==> config.mk <==
export PLATFORM = sky130hd
export DESIGN_NAME = round_countdown_timer
export DESIGN_NICKNAME = d
export VERILOG_FILES = /design/src/rtl/round_countdown_timer.sv
export SDC_FILE = /design/constraint.sdc
export NUM_CORES = 1
export LEC_CHECK = 0
export BUFFER_PORTS_ARGS = -buffer_cell sky130_fd_sc_hd__clkbuf_2
export CAP_MARGIN = 15
export CORE_ASPECT_RATIO = 1.5
export CORE_MARGIN = 2
export CORE_UTILIZATION = 35
export CTS_BUF_LIST = sky130_fd_sc_hd__clkbuf_8
export CTS_CLUSTER_SIZE = 25
export DETAILED_ROUTE_END_ITERATION = 8
export GPL_TIMING_DRIVEN = 0
export PLACE_DENSITY = 0.63
export SLEW_MARGIN = 20
export SYNTH_ARGS = -nofsm -noshare
export SYNTH_HDL_FRONTEND = slang
export SYNTH_SLANG_ARGS = --single-unit
export TNS_END_PERCENT = 1
==> constraint.sdc <==
create_clock -name clk -period 3.7 [get_ports clk]
set_input_delay 0 -clock clk [delete_from_list [all_inputs] [get_ports clk]]
set_output_delay 0 -clock clk [all_outputs]
set_load 0.02 [all_outputs]
==> src/rtl/round_countdown_timer.sv <==
// -----------------------------------------------------------------------------
// round_countdown_timer
//
// Per-question countdown for the mental-math game. Counts a 3-digit BCD time
// (tens of seconds, seconds, tenths) down by one tenth on every 100 ms tick.
// Supports start, pause and abort. Gives the game controller a one-cycle
// expiry pulse and a warning flag for the final seconds. The digits feed the
// seven-segment display path directly.
//
// Ports
//   clk             system clock
//   rst             asynchronous active-low reset
//   Time_out_100ms  one-clk-wide 100 ms tick from the upstream counter
//   start           level: load load_bcd and begin counting (IDLE/EXPIRED only)
//   load_bcd        initial time, BCD {tens, secs, tenths}; nibbles >9 clamp to 9
//   pause           level: freezes the countdown while high
//   abort           level: return to IDLE and clear the count
//   digit_tens      remaining time, tens-of-seconds digit
//   digit_secs      remaining time, seconds digit
//   digit_tenths    remaining time, tenths digit
//   running         high in RUN
//   expired         one-clk pulse on the edge that enters EXPIRED
//   warn            high in RUN/PAUSED while 0 < remaining <= WARN_BCD
// -----------------------------------------------------------------------------
module round_countdown_timer #(
  parameter logic [11:0] WARN_BCD = 12'h050
) (
  input  logic        clk,
  input  logic        rst,
  input  logic        Time_out_100ms,
  input  logic        start,
  input  logic [11:0] load_bcd,
  input  logic        pause,
  input  logic        abort,
  output logic [3:0]  digit_tens,
  output logic [3:0]  digit_secs,
  output logic [3:0]  digit_tenths,
  output logic        running,
  output logic        expired,
  output logic        warn
);

  typedef enum logic [1:0] {
    IDLE    = 2'd0,
    RUN     = 2'd1,
    PAUSED  = 2'd2,
    EXPIRED = 2'd3
  } state_t;

  state_t      state, state_nxt;
  logic [11:0] count, count_nxt;
  logic        expired_nxt;
  logic [11:0] load_clamped;

  // Clamp one BCD nibble to the legal range 0..9.
  function automatic logic [3:0] clamp_digit(input logic [3:0] d);
    return (d > 4'd9) ? 4'd9 : d;
  endfunction

  // Subtract one tenth from a valid, non-zero BCD count with digit borrows.
  function automatic logic [11:0] bcd_dec(input logic [11:0] c);
    logic [3:0] t, s, u;
    t = c[11:8];
    s = c[7:4];
    u = c[3:0];
    if (u != 4'd0) begin
      u = u - 4'd1;
    end else begin
      u = 4'd9;
      if (s != 4'd0) begin
        s = s - 4'd1;
      end else begin
        s = 4'd9;
        t = t - 4'd1;
      end
    end
    return {t, s, u};
  endfunction

  // Valid BCD digits order the same way as binary, so a plain 12-bit
  // compare is a correct BCD magnitude compare.
  function automatic logic warn_of(input state_t st, input logic [11:0] c);
    return ((st == RUN) || (st == PAUSED)) && (c != 12'h000) && (c <= WARN_BCD);
  endfunction

  assign load_clamped = {clamp_digit(load_bcd[11:8]),
                         clamp_digit(load_bcd[7:4]),
                         clamp_digit(load_bcd[3:0])};

  // Next-state logic. Priority everywhere: abort > start > pause > tick.
  // NOTE: every variable assigned here gets a default first so no latch is
  // inferred on paths that do not assign it.
  always_comb begin
    state_nxt   = state;
    count_nxt   = count;
    expired_nxt = 1'b0;

    if (abort) begin
      state_nxt = IDLE;
      count_nxt = 12'h000;
    end else begin
      unique case (state)
        IDLE, EXPIRED: begin
          if (start) begin
            count_nxt = load_clamped;
            if (load_clamped == 12'h000) begin
              state_nxt   = EXPIRED;
              expired_nxt = 1'b1;
            end else begin
              state_nxt = RUN;
            end
          end
        end
        RUN: begin
          // start is ignored here: no restart while running.
          if (pause) begin
            state_nxt = PAUSED;          // tick on this cycle is dropped
          end else if (Time_out_100ms) begin
            count_nxt = bcd_dec(count);
            if (count == 12'h001) begin
              state_nxt   = EXPIRED;
              expired_nxt = 1'b1;
            end
          end
        end
        PAUSED: begin
          if (!pause) begin
            state_nxt = RUN;             // tick on the resume cycle is dropped
          end
        end
        default: begin
          state_nxt = IDLE;
          count_nxt = 12'h000;
        end
      endcase
    end
  end

  // All outputs are flops; running/warn are decoded from the next state and
  // count so they line up with the registered digits.
  // NOTE: sequential state uses non-blocking assignments so every flop
  // samples the pre-edge values regardless of statement order.
  always_ff @(posedge clk or negedge rst) begin
    if (!rst) begin
      state   <= IDLE;
      count   <= 12'h000;
      expired <= 1'b0;
      running <= 1'b0;
      warn    <= 1'b0;
    end else begin
      state   <= state_nxt;
      count   <= count_nxt;
      expired <= expired_nxt;
      running <= (state_nxt == RUN);
      warn    <= warn_of(state_nxt, count_nxt);
    end
  end

  assign digit_tens   = count[11:8];
  assign digit_secs   = count[7:4];
  assign digit_tenths = count[3:0];

endmodule
# == Word-level counts from Yosys, hierarchy flattened ==
# Index checks and enable logic that the tools add are counted.
# classes
n_addsub,3
n_shift,0
n_lt_le_gt_ge,4
reduce_logical,9
eq_ne,6
bitwise,0
multipliers,0
muxes,28
div,0
# op_table
cell,n
$mux 12,4
$mux 4,8
$pmux 12 s2,1
$mux 2,7
$eq 12x1->1 const B,1
$gt 4x4->1 const B,3
$le 12x7->1 const B,1
$logic_not 12->1,1
$reduce_bool 12->1,1
$sub 4x1->4 const B,3
$reduce_bool 4->1,2
$eq 2x2->1 const B,3
$mux 1,6
$pmux 2 s3,1
$eq 2x1->1 const B,2
$logic_and 1x1->1,2
$logic_not 2->1,1
$pmux 1 s2,1
$reduce_or 2->1,1
$logic_or 1x1->1,1
# totals
ff_bits,17
n_memories,0
in_bits,18
latchBits,0
rom_bits,0
ram_bits,0
wordCells,55

# == Depth between registers and ports, before layout ==
# Gate-level depths: netlist (run 1).
# logic_depth
word_depth,11
ltp_mapped,12
mapped_depth_nobuf,12

# == Worst setup path after synthesis (run 1) ==
# No wires, ideal clock.
# synth_timing
path_kind,reg2reg
start,register count[5]
end,register warn
stages_incl_launch_ff,13
t_required_ns,3.614
t_arrival_ns,3.036
synth_period_minus_slack_ns,3.122
setup_slack_ns,0.578
cell_sequence,dfrtp_1 -> inv_1 -> ha_1 -> nor3b_4 -> nand2b_2 -> nor4_1 -> o21a_1 -> nor2_1 -> or3_1 -> a31o_2 -> ha_1 -> or4_1 -> nor3_1
# synth_between
elab_chain_len,10
elab_cells_between_ends,24
classes_between,1 x add/sub; 1 x order compare; 3 x eq/ne; 14 x mux; 5 x reduce/logical
# synth_rtl
item,line,text
"start, declared",51,"logic [11:0] count, count_nxt;"
"start signal, assigned",152,count <= count_nxt;
"parallel branches: the longest is 9 deep, another holds $le 12x7->1",-,
$logic_and 1x1->1 *,83,return ((st == RUN) || (st == PAUSED)) && (c != 12'h000) && (c <= WARN_BCD);
"end signal, assigned",155,"warn <= warn_of(state_nxt, count_nxt);"
"end, declared",40,output logic warn
# Every way passes the cells marked *.

# == Final worst setup path (run 1) ==
# layout_timing
start,register count[4]
end,register warn
# Same word-level chain as after synthesis.

==> results of run 1 <==
routing by layer:
metal / track usage (%) / up-vias
li1: - / 735
met2: 38.2 / 40
met3: 2.02 / 9
met4: 7.38 / 0
met1: 23.8 / 706
met5: 0 / -
where the power goes:
part	switching, µW	internal [µW]	leakage, µW	total (µW)
clock network	69.2	73.9	0.0000269	143
registers	21.8	200	0.000229	222
logic	127	83.0	0.000509	210
what timing repair did:
item                                   CTS  global route
setup endpoints to repair                0             1
endpoints found under the hold margin   17             0
gates resized for setup                  0             1
hold buffers                             1             0
cell usage in the layout, fill, tap and decap left out, drive strengths merged, types with 2 or more instances in the layout:
cell type  Yosys  routed
a21oi         12      12
a22oi          2       2
a31oi          6       6
and4           2       2
buf            4       4
clkbuf         4      39
dfrtp         17      17
ha             9       9
inv           15      16
mux2i          2       2
nand2         12      12
nand2b         3       3
nand3          4       4
nand3b         4       4
nand4          4       4
nand4b         2       2
nor2          13      13
nor2b          3       3
nor3           4       4
nor3b          3       3
nor4           4       4
o21a           2       2
o21ai         15      15
o31a           2       2
o32ai          2       2
or2            2       2
or3            2       2
or4            2       2
worst reg2reg max path: stages, from the launching register on:
cell	delay, ns
dfrtp_1	0.45
inv_1	0.09
ha_1	0.21
nor3b_4	0.32
nand2b_2	0.15
nor4_2	0.36
o21a_1	0.16
nor2_1	0.03
or3_1	0.33
a31o_2	0.22
ha_1	0.27
or4_1	0.53
nor3_1	0.17
kinds of logic (layout without fill, tap and decap cells):
family                     Yosys count  in the layout  synth area share [%]
buffers and inverters               23             60                  6.36
DFF                                 17             17                  29.6
muxes                                2              2                  1.39
AOI/OAI and AO/OA                   56             56                  25.8
and+or+nand+nor                     70             70                  29.0
adders and majority gates            9              9                  7.84
final cells by class:
type	instances	area share (%)
clock inverters	1	0.219
flip-flops and latches	17	24.8
inverters	15	3.28
plain buffers	8	2.04
clock buffers	3	2.41
well taps	45	3.28
multi-input cells	137	54.0
repair buffers	33	9.93
metrics by stage:
stage	std cells	instance area, µm²	setup WS [ns]
floorplan	177	1440	0.578
CTS	259	1710	0.207
global route	259	1710	0.111
global placement	254	1650	0.208
detailed placement	254	1650	0.217
finish	259	1710	0.327
Yosys cell counts, types with 6 or more instances:
cell type | instances | share of area, %
o21ai_0 | 15 | 5.2
nor2_1 | 13 | 3.4
dfrtp_1 | 17 | 30
a21oi_1 | 12 | 4.2
ha_1 | 9 | 7.8
a31oi_1 | 6 | 2.6
inv_1 | 15 | 3.9
nand2_1 | 12 | 3.1
flip-flops by register name (all words and copies together) (netlist names):
register,count
count,12
state,2
expired,1
running,1
warn,1
worst max path at each step:
| stage | startpoint | to | slack [ns] | cells after the start |
|---|---|---|---|---|
| CTS | count[4] | warn | 0.21 | 12 |
| finish | count[4] | warn | 0.33 | 12 |
| floorplan | count[5] | warn | 0.58 | 12 |
| global placement | count[4] | warn | 0.21 | 12 |
| global route | count[4] | warn | 0.11 | 12 |
| detailed placement | count[4] | warn | 0.22 | 12 |
==> reports/metrics.yaml, run 1 <==
layout.filler_cells: 438
synth-seq-area-share_pct: 29.6
post_route_worst_hold_slack_ns: 0.102
synthesized_flop_and_latch_total: 17
detailroute.wirelength.met2_mm: 2.26
residual_drc_count: 0
min_to: "expired"
met3_length_um: 144
hold_path.startpoint: "pause"
outcome: "finished, final reports clean"
report.final.setup_viol: 0
die_width_um: 56.3
min_period_over_period_pct: 91.2
drtPass1Iterations: 4
num_vias: 1490
register_to_register_setup_slack_ns: 0.33
worst-slew-pin-transition_ns: 0.522
critPathSlowestCell: "or4_1"
final_layout_size_suffix_gt1_share_pct: 23.4
clock_insertion_delay_worst_skew_ns: 0.26
antenna_found_initial: 0
area_of_all_sequential_standard_cells_um2: 425
fmax_mhz: 296
syn2layout_area_growth_pct: 19.3
most_prevalent_standard_cell_on_the_critical_path: "ha_1"
number_of_sinks_on_the_clock_net: 17
topRoutingLayerUsed: "met4"
layout.nets: 242
htree_num_levels: 1
timing.critical_path.arrival_ns: 3.55
syn_avg_cell_area_um2: 8.12
final.min_clock_period_ns: 3.37
antenna-diode-count: 0
report.final.hold_viol_count: 0
timing.clock.skew_ns: 0.00124
drv.max_cap_violation_count: 0
synthCells: 177
worstSetupEndpointType: "register"
timing.critical_path.buf_inv: 1
yosys.cell_types.count: 52
hp_class: "primary input to register"
fp.dieH_um: 82.5
detail_route.vias_per_cell: 5.75
tritoncts: "built"
ir_worst_vdd_uv: 161
globalRoute.totalOverflow: 0
criticalPathCategory: "register to register"
tritoncts.num_buffers: 3
multi_input_area_um2: 926
mappedNetlistArea_um2: 1440
cts.root.buffer_cell: "clkbuf_8"
initial_utilization_pct: 36.3
crit-reg2reg-capture: "warn"
postCtsSetupBuffers: 0
utilization_pct: 43.3
place.port_buffers: 32
drt-wirelength-per-cell_um: 16.5
detail_route.wirelength.met1_mm: 1.77
die-area_um2: 4640
rsz0062_at_grt: "no"
number_of_global_route_vias_before_repair: 1492
grt_usage_pct: 20.3
core_area_um2: 3960
detail_route.wirelength_mm: 4.27
critical-path-max-stage-delay_ns: 0.53
gp_congestion: 0.862
clock_path_buffers: 2
final_antenna_net_count: 0
std_cell_rows: 28
hold_path_depth: 3
regToRegStartpoint: "count[4]"
synth_enable_flop_cells: 0
synth_top_flop_cell: "dfrtp_1"
drv_slew: 0
setup.worst_path.start_class: "register"
critical_path.cell_chain: "inv_1 > ha_1 > nor3b_4 > nand2b_2 > nor4_2 > o21a_1 > nor2_1 > or3_1 > a31o_2 > ha_1 > or4_1 > nor3_1"
first_iter_violations: 68
setup_tns_ns: 0
first_pass_grt_wire_length_mm: 7.28
timing.critical_path.max_delay_family: "simple AND/OR/NAND/NOR gates"
place.detailed.hpwl_mm: 3.41
timing.critical_path.required_ns: 3.88
floorplan.io_pins: 33
timing.critical_path.fanout_max: 6
yosysWarningCount: 0
r2r.worst_path.cells: 12
async_reset_ff_share_pct: 100
power.leakage_uw: 0.000765
syn_nets: 204
cellPowerDensity_nw_per_um2: 336
fin_total_pwr_uw: 576
slew-limit-headroom_pct: 64.7
cts.reportedPaths.clkPinSlew_ns: 0.07
grt_start_max_net_pins: 18
Power figures use the tool's default switching activity.
==> run 2, diff against run 1 <==
--- a/config.mk
+++ b/config.mk
@@ -7,6 +7,8 @@
 export LEC_CHECK = 0
 export BUFFER_PORTS_ARGS = -buffer_cell sky130_fd_sc_hd__clkbuf_2
 export CAP_MARGIN = 15
+export CELL_PAD_IN_SITES_DETAIL_PLACEMENT = 0
+export CELL_PAD_IN_SITES_GLOBAL_PLACEMENT = 1
 export CORE_ASPECT_RATIO = 1.5
 export CORE_MARGIN = 2
 export CORE_UTILIZATION = 35
@@ -14,7 +16,7 @@
 export CTS_CLUSTER_SIZE = 25
 export DETAILED_ROUTE_END_ITERATION = 8
 export GPL_TIMING_DRIVEN = 0
-export PLACE_DENSITY = 0.63
+export PLACE_DENSITY = 0.79
 export SLEW_MARGIN = 20
 export SYNTH_ARGS = -nofsm -noshare
 export SYNTH_HDL_FRONTEND = slang
==> run 2 against run 1 <==
Die area did not move. Total power rose by 0.46%. Global-route usage fell by 0.48 points. Largest cell class unchanged.
==> reports/metrics.yaml, run 2 (same netlist as run 1, synthesis figures left out) <==
outcome: "finished, final reports clean"  # unchanged
layout.filler_cells: 437  # was 438
hp_class: "primary input to register"  # unchanged
setup_tns_ns: 0  # unchanged
number_of_global_route_vias_before_repair: 1477  # was 1492
clock_insertion_delay_worst_skew_ns: 0.26  # about the same
first_pass_grt_wire_length_mm: 7.08  # was 7.28 mm
register_with_the_most_flip_flops: "count"  # unchanged
p_switching_uw: 220  # was 219 µW
die_width_um: 56.3  # unchanged
std_cell_rows: 28  # unchanged
htree_num_levels: 1  # unchanged
cts.root.buffer_cell: "clkbuf_8"  # unchanged
detail_route.vias_per_cell: 5.81  # was 5.75
floorplan.io_pins: 33  # unchanged
grt_usage_pct: 19.8  # was 20.3%
drt-wirelength-per-cell_um: 16.9  # was 16.5 µm
p_comb_share_pct: 36.5  # about the same
timing.critical_path.arrival_ns: 3.65  # was 3.55 ns
syn2layout_area_growth_pct: 19.0  # was 19.3%
timing.clock.skew_ns: 0.00236  # was 0.00124 ns
final_antenna_net_count: 0  # unchanged
report.final.hold_viol_count: 0  # unchanged
report.final.setup_viol: 0  # unchanged
fmax_mhz: 288  # was 296 MHz
layout.nets: 242  # unchanged
detail_route.wirelength_mm: 4.38  # was 4.27 mm
antenna_found_initial: 0  # unchanged
layout_common_cells: "clkbuf_2, dfrtp_1, inv_1, o21ai_0, nor2_1"  # was clkbuf_2, dfrtp_1, inv_1
antenna-diode-count: 0  # unchanged
worst-slew-pin-transition_ns: 0.530  # was 0.522 ns
power.leakage_uw: 0.000763  # was 0.000765 µW
multi_input_area_um2: 920  # was 926 µm²
residual_drc_count: 0  # unchanged
drtPass1Iterations: 4  # unchanged
tritoncts: "built"  # unchanged
tritoncts.num_buffers: 3  # unchanged
grt_start_max_net_pins: 18  # unchanged
timing.critical_path.fanout_max: 6  # unchanged
slew-limit-headroom_pct: 64.2  # was 64.7%
clock_path_buffers: 2  # unchanged
reg.largest.list: "count: 12 flops, state: 2 flops"  # unchanged
ir_worst_vdd_uv: 172  # was 161 µV
layout.cells.most_common: "clkbuf_2"  # unchanged
worstSetupEndpointType: "register"  # unchanged
gp_congestion: 0.939  # was 0.862
place.detailed.hpwl_mm: 3.41  # about the same
initial_utilization_pct: 36.3  # unchanged
cts.reportedPaths.clkPinSlew_ns: 0.07  # about the same
drv.max_cap_violation_count: 0  # unchanged
share_of_total_power_in_sequential_cells_pct: 38.5  # was 38.6%
largest_register_ff_count: 12  # unchanged
die-area_um2: 4640  # unchanged
setup.worst_path.start_class: "register"  # unchanged
switching_share_pct: 38.0  # was 37.9%
cellPowerDensity_nw_per_um2: 339  # was 336 nW/µm²
min_period_over_period_pct: 93.7  # was 91.2%
area_of_all_sequential_standard_cells_um2: 425  # unchanged
cell_internal_pwr_uw: 359  # was 357 µW
register_to_register_setup_slack_ns: 0.23  # was 0.33 ns
drv_slew: 0  # unchanged
first_iter_violations: 82  # was 68
final.min_clock_period_ns: 3.47  # was 3.37 ns
rsz0062_at_grt: "no"  # unchanged
globalRoute.totalOverflow: 0  # unchanged
p_clk_share_pct: 25.0  # was 24.9%
num_vias: 1506  # was 1490
postCtsSetupBuffers: 0  # unchanged
final_layout_size_suffix_gt1_share_pct: 23.4  # unchanged
utilization_pct: 43.2  # was 43.3%
criticalPathCategory: "register to register"  # unchanged
place.port_buffers: 32  # unchanged
timing.critical_path.required_ns: 3.88  # about the same
fp.dieH_um: 82.5  # unchanged
fin_total_pwr_uw: 579  # was 576 µW
core_area_um2: 3960  # unchanged
number_of_sinks_on_the_clock_net: 17  # unchanged
==> run 2: changes by cell type in the layout (fill, tap and decap cells not counted) <==
cell,before,now
clkinv_2,0,1
inv_1,16,15
nor4_1,3,4
nor4_2,1,0
==> run 2: final timing paths <==
path,from,end,cells past startpoint
max in group asynchronous,rst,count[0],2
min in group asynchronous,rst,count[8],2
worst max register to register,count[4],warn,12
worst min-delay path,pause,expired,3
worst min register to register,count[10],count[10],1
worst max-delay path,count[4],warn,12
==> run 2: critical path: stages (launching register included) <==
cell	delay (ns)
dfrtp_1	0.45
inv_1	0.09
ha_1	0.22
nor3b_4	0.33
nand2b_2	0.14
nor4_1	0.42
o21a_1	0.16
nor2_1	0.04
or3_1	0.32
a31o_2	0.22
ha_1	0.27
or4_1	0.55
nor3_1	0.17
==> run 2: what timing repair did <==
| action | in CTS | in global routing |
|---|---|---|
| endpoints found under the hold margin | 17 | 0 |
| endpoints found under the setup margin | 0 | 0 |
| hold buffers | 1 | 0 |
| resized for setup | 0 | 0 |
==> run 2: power groups by stage <==
stage	clock network, µW	registers (µW)	logic (µW)
after floorplan	0	237	125
after global placement	0	225	210
after detailed placement	0	226	207
after CTS	146	223	209
after global routing	158	225	231
final	145	223	211
==> run 2: cell type report <==
type	count	share of cell area [%]
Tap cell	45	3.29
Timing Repair Buffer	33	9.96
Clock buffer	3	2.42
Clock inverter	1	0.293
Sequential cell	17	24.9
Buffer	8	2.05
Multi-Input combinational cell	137	53.8
Inverter	15	3.29
==> run 2: per-stage QoR <==
step | cells | hold WS, ns | setup slack (ns) | area, µm²
floorplan | 177 | -0.296 | 0.578 | 1440
global placement | 254 | -0.0225 | 0.217 | 1650
detailed placement | 254 | -0.0245 | 0.246 | 1650
CTS | 259 | 0.0997 | 0.244 | 1710
global route | 259 | 0.168 | 0.0726 | 1710
finish | 259 | 0.103 | 0.231 | 1710
==> run 2: metal layers <==
metal	vias up	global-route usage (%)	share of wire, %
li1	741	-	-
met1	704	24.3	43
met2	54	34.9	49
met3	7	2.49	5.8
met4	0	8.81	2.0
met5	-	0	0
==> run 3, diff against run 2 <==
--- a/config.mk
+++ b/config.mk
@@ -9,7 +9,7 @@
 export CAP_MARGIN = 15
 export CELL_PAD_IN_SITES_DETAIL_PLACEMENT = 0
 export CELL_PAD_IN_SITES_GLOBAL_PLACEMENT = 1
-export CORE_ASPECT_RATIO = 1.5
+export CORE_ASPECT_RATIO = 0.6
 export CORE_MARGIN = 2
 export CORE_UTILIZATION = 35
 export CTS_BUF_LIST = sky130_fd_sc_hd__clkbuf_8
==> constraint.sdc (replaced) <==
create_clock -name clk -period 4.2 [get_ports clk]
set_input_delay 0 -clock clk [delete_from_list [all_inputs] [get_ports clk]]
set_output_delay 0 -clock clk [all_outputs]
set_load 0.02 [all_outputs]
==> run 3 against run 2 <==
Global-route usage is 1.5 points higher. Die area rose by 0.13%. Clock-buffer cell count did not move. Largest cell class unchanged.
==> reports/metrics.yaml, run 3 (same netlist as run 1, synthesis figures left out) <==
report.final.setup_viol: 0  # unchanged
die-area_um2: 4650  # was 4640 µm²
report.final.hold_viol_count: 0  # unchanged
cts.root.buffer_cell: "clkbuf_8"  # unchanged
std_cell_rows: 17  # was 28
post_route_worst_hold_slack_ns: 0.110  # was 0.103 ns
reg.largest.list: "count: 12 flops, state: 2 flops"  # unchanged
layout.filler_cells: 396  # was 437
tritoncts: "built"  # unchanged
drtPass1Iterations: 4  # unchanged
layout_common_cells: "clkbuf_2, dfrtp_1, inv_1"  # was clkbuf_2, dfrtp_1, inv_1, o21ai_0, nor2_1
worst-slew-pin-transition_ns: 0.640  # was 0.530 ns
globalRoute.totalOverflow: 0  # unchanged
post_dp_cell_area_um2: 1660  # was 1650 µm²
setup_tns_ns: 0  # unchanged
crit-reg2reg-capture: "warn"  # unchanged
fin_area_um2: 1710  # about the same
first_pass_grt_wire_length_mm: 7.42  # was 7.08 mm
grt_start_max_net_pins: 18  # unchanged
first_iter_violations: 122  # was 82
gp_congestion: 0.942  # was 0.939
hold_path.startpoint: "pause"  # unchanged
r2r.worst_path.cells: 12  # unchanged
register_with_the_most_flip_flops: "count"  # unchanged
timing.critical_path.buf_inv: 1  # unchanged
layout.nets: 242  # unchanged
layout.cells.most_common: "clkbuf_2"  # unchanged
antenna_found_initial: 0  # unchanged
ir_worst_vdd_uv: 159  # was 172 µV
worstSetupEndpointType: "register"  # unchanged
hold_path_depth: 3  # unchanged
initial_utilization_pct: 37.7  # was 36.3%
timing.clock.skew_ns: 0.00289  # was 0.00236 ns
globalRoute.busiestLayer: "met1"  # was met2
final_layout_size_suffix_gt1_share_pct: 22.9  # was 23.4%
hp_class: "primary input to register"  # unchanged
timing.critical_path.required_ns: 4.37  # was 3.88 ns
grt_use_met2_pct: 28.5  # was 34.9%
grtUsageMet1_pct: 33.1  # was 24.3%
register_to_register_setup_slack_ns: 0.64  # was 0.23 ns
antenna-diode-count: 0  # unchanged
syn2layout_area_growth_pct: 19.1  # was 19.0%
power.leakage_uw: 0.000765  # was 0.000763 µW
fp.dieH_um: 53.6  # was 82.5 µm
dpl_worst_slack_ns: 0.737  # was 0.246 ns
largest_register_ff_count: 12  # unchanged
most_prevalent_standard_cell_on_the_critical_path: "ha_1"  # unchanged
timing.critical_path.max_delay_family: "simple AND/OR/NAND/NOR gates"  # unchanged
timing.critical_path.arrival_ns: 3.73  # was 3.65 ns
rsz0062_at_grt: "no"  # unchanged
drt-wirelength-per-cell_um: 17.5  # was 16.9 µm
min_period_over_period_pct: 84.7  # was 93.7%
number_of_sinks_on_the_clock_net: 17  # unchanged
detail_route.vias_per_cell: 6.02  # was 5.81
slew-limit-headroom_pct: 56.7  # was 64.2%
cellPowerDensity_nw_per_um2: 300  # was 339 nW/µm²
regToRegStartpoint: "count[4]"  # unchanged
setup.worst_path.start_class: "register"  # unchanged
final_antenna_net_count: 0  # unchanged
min_to: "expired"  # unchanged
num_vias: 1572  # was 1506
tritoncts.num_buffers: 3  # unchanged
criticalPathCategory: "register to register"  # unchanged
cts.reportedPaths.clkPinSlew_ns: 0.07  # about the same
critical-path-max-stage-delay_ns: 0.55  # about the same
outcome: "finished, final reports clean"  # unchanged
floorplan.io_pins: 33  # unchanged
critical_path.cell_chain: "inv_1 > ha_1 > nor3b_4 > nand2b_2 > nor4_1 > o21a_1 > nor2_1 > or3_1 > a31o_2 > ha_1 > or4_1 > nor3_1"  # unchanged
area_of_all_sequential_standard_cells_um2: 425  # unchanged
place.detailed.hpwl_mm: 3.50  # was 3.41 mm
setup_ws_ns: 0.643  # was 0.231 ns
worst_setup_path_startpoint: "count[4]"  # unchanged
utilization_pct: 44.9  # was 43.2%
final.min_clock_period_ns: 3.56  # was 3.47 ns
clock_insertion_delay_worst_skew_ns: 0.26  # about the same
number_of_global_route_vias_before_repair: 1396  # was 1477
htree_num_levels: 1  # unchanged
multi_input_area_um2: 920  # unchanged
grt_usage_pct: 21.3  # was 19.8%
residual_drc_count: 0  # unchanged
place.port_buffers: 32  # unchanged
clock_path_buffers: 2  # unchanged
drv_slew: 0  # unchanged
drv.max_cap_violation_count: 0  # unchanged
fmax_mhz: 281  # was 288 MHz
core_area_um2: 3810  # was 3960 µm²
groute.layer.met3.usage_pct: 6.29  # was 2.49%
critPathSlowestCell: "or4_1"  # unchanged
die_width_um: 86.7  # was 56.3 µm
detail_route.wirelength_mm: 4.57  # was 4.38 mm
timing.critical_path.fanout_max: 6  # unchanged
-- run 3: changes by cell type in the layout (fill, tap and decap cells not counted), sizes merged --
cell	previous run	this run
inv	15	16
clkinv	1	0
-- run 3: per-stage QoR --
step	cells	power, µW
finish	261	514
global route	261	547
CTS	261	513
detailed placement	256	384
global placement	256	386
floorplan	177	319
-- run 3: cell type report --
cell class | instances | area share, %
buffer | 8 | 2.05
sequential | 17 | 24.9
inverter | 15 | 3.29
clock inverter | 1 | 0.219
multi-input combinational | 137 | 53.8
clock buffer | 3 | 2.41
tap | 47 | 3.44
timing repair buffer | 33 | 9.95
-- run 3: power by group --
| part | internal [µW] | switching (µW) |
|---|---|---|
| combinational | 73.4 | 119 |
| clock | 65.0 | 60.7 |
| sequential | 177 | 18.9 |
| total | 315 | 199 |
-- run 3: worst max-delay path by stage --
stage	endpoint	cells past startpoint
floorplan	warn	12
global placement	warn	12
detailed placement	warn	12
CTS	warn	12
global route	warn	11
finish	warn	12
-- run 3: worst register-to-register path: stages (launching register included) --
cell	delay [ns]
dfrtp_1	0.44
inv_1	0.08
ha_1	0.23
nor3b_4	0.34
nand2b_2	0.16
nor4_1	0.45
o21a_1	0.17
nor2_1	0.03
or3_1	0.32
a31o_2	0.24
ha_1	0.26
or4_1	0.55
nor3_1	0.20
-- run 3: what timing repair did --
| action | CTS | global route |
|---|---|---|
| resized for setup | 0 | 0 |
| hold buffers | 1 | 0 |
| setup buffers | 0 | 0 |
| endpoints found under the hold margin | 17 | 0 |
-- run 3: per-layer routing --
layer,up-vias,share of wire [%]
li1,742,-
met1,738,50
met4,0,0.92
met3,6,11
met2,86,38
met5,-,0
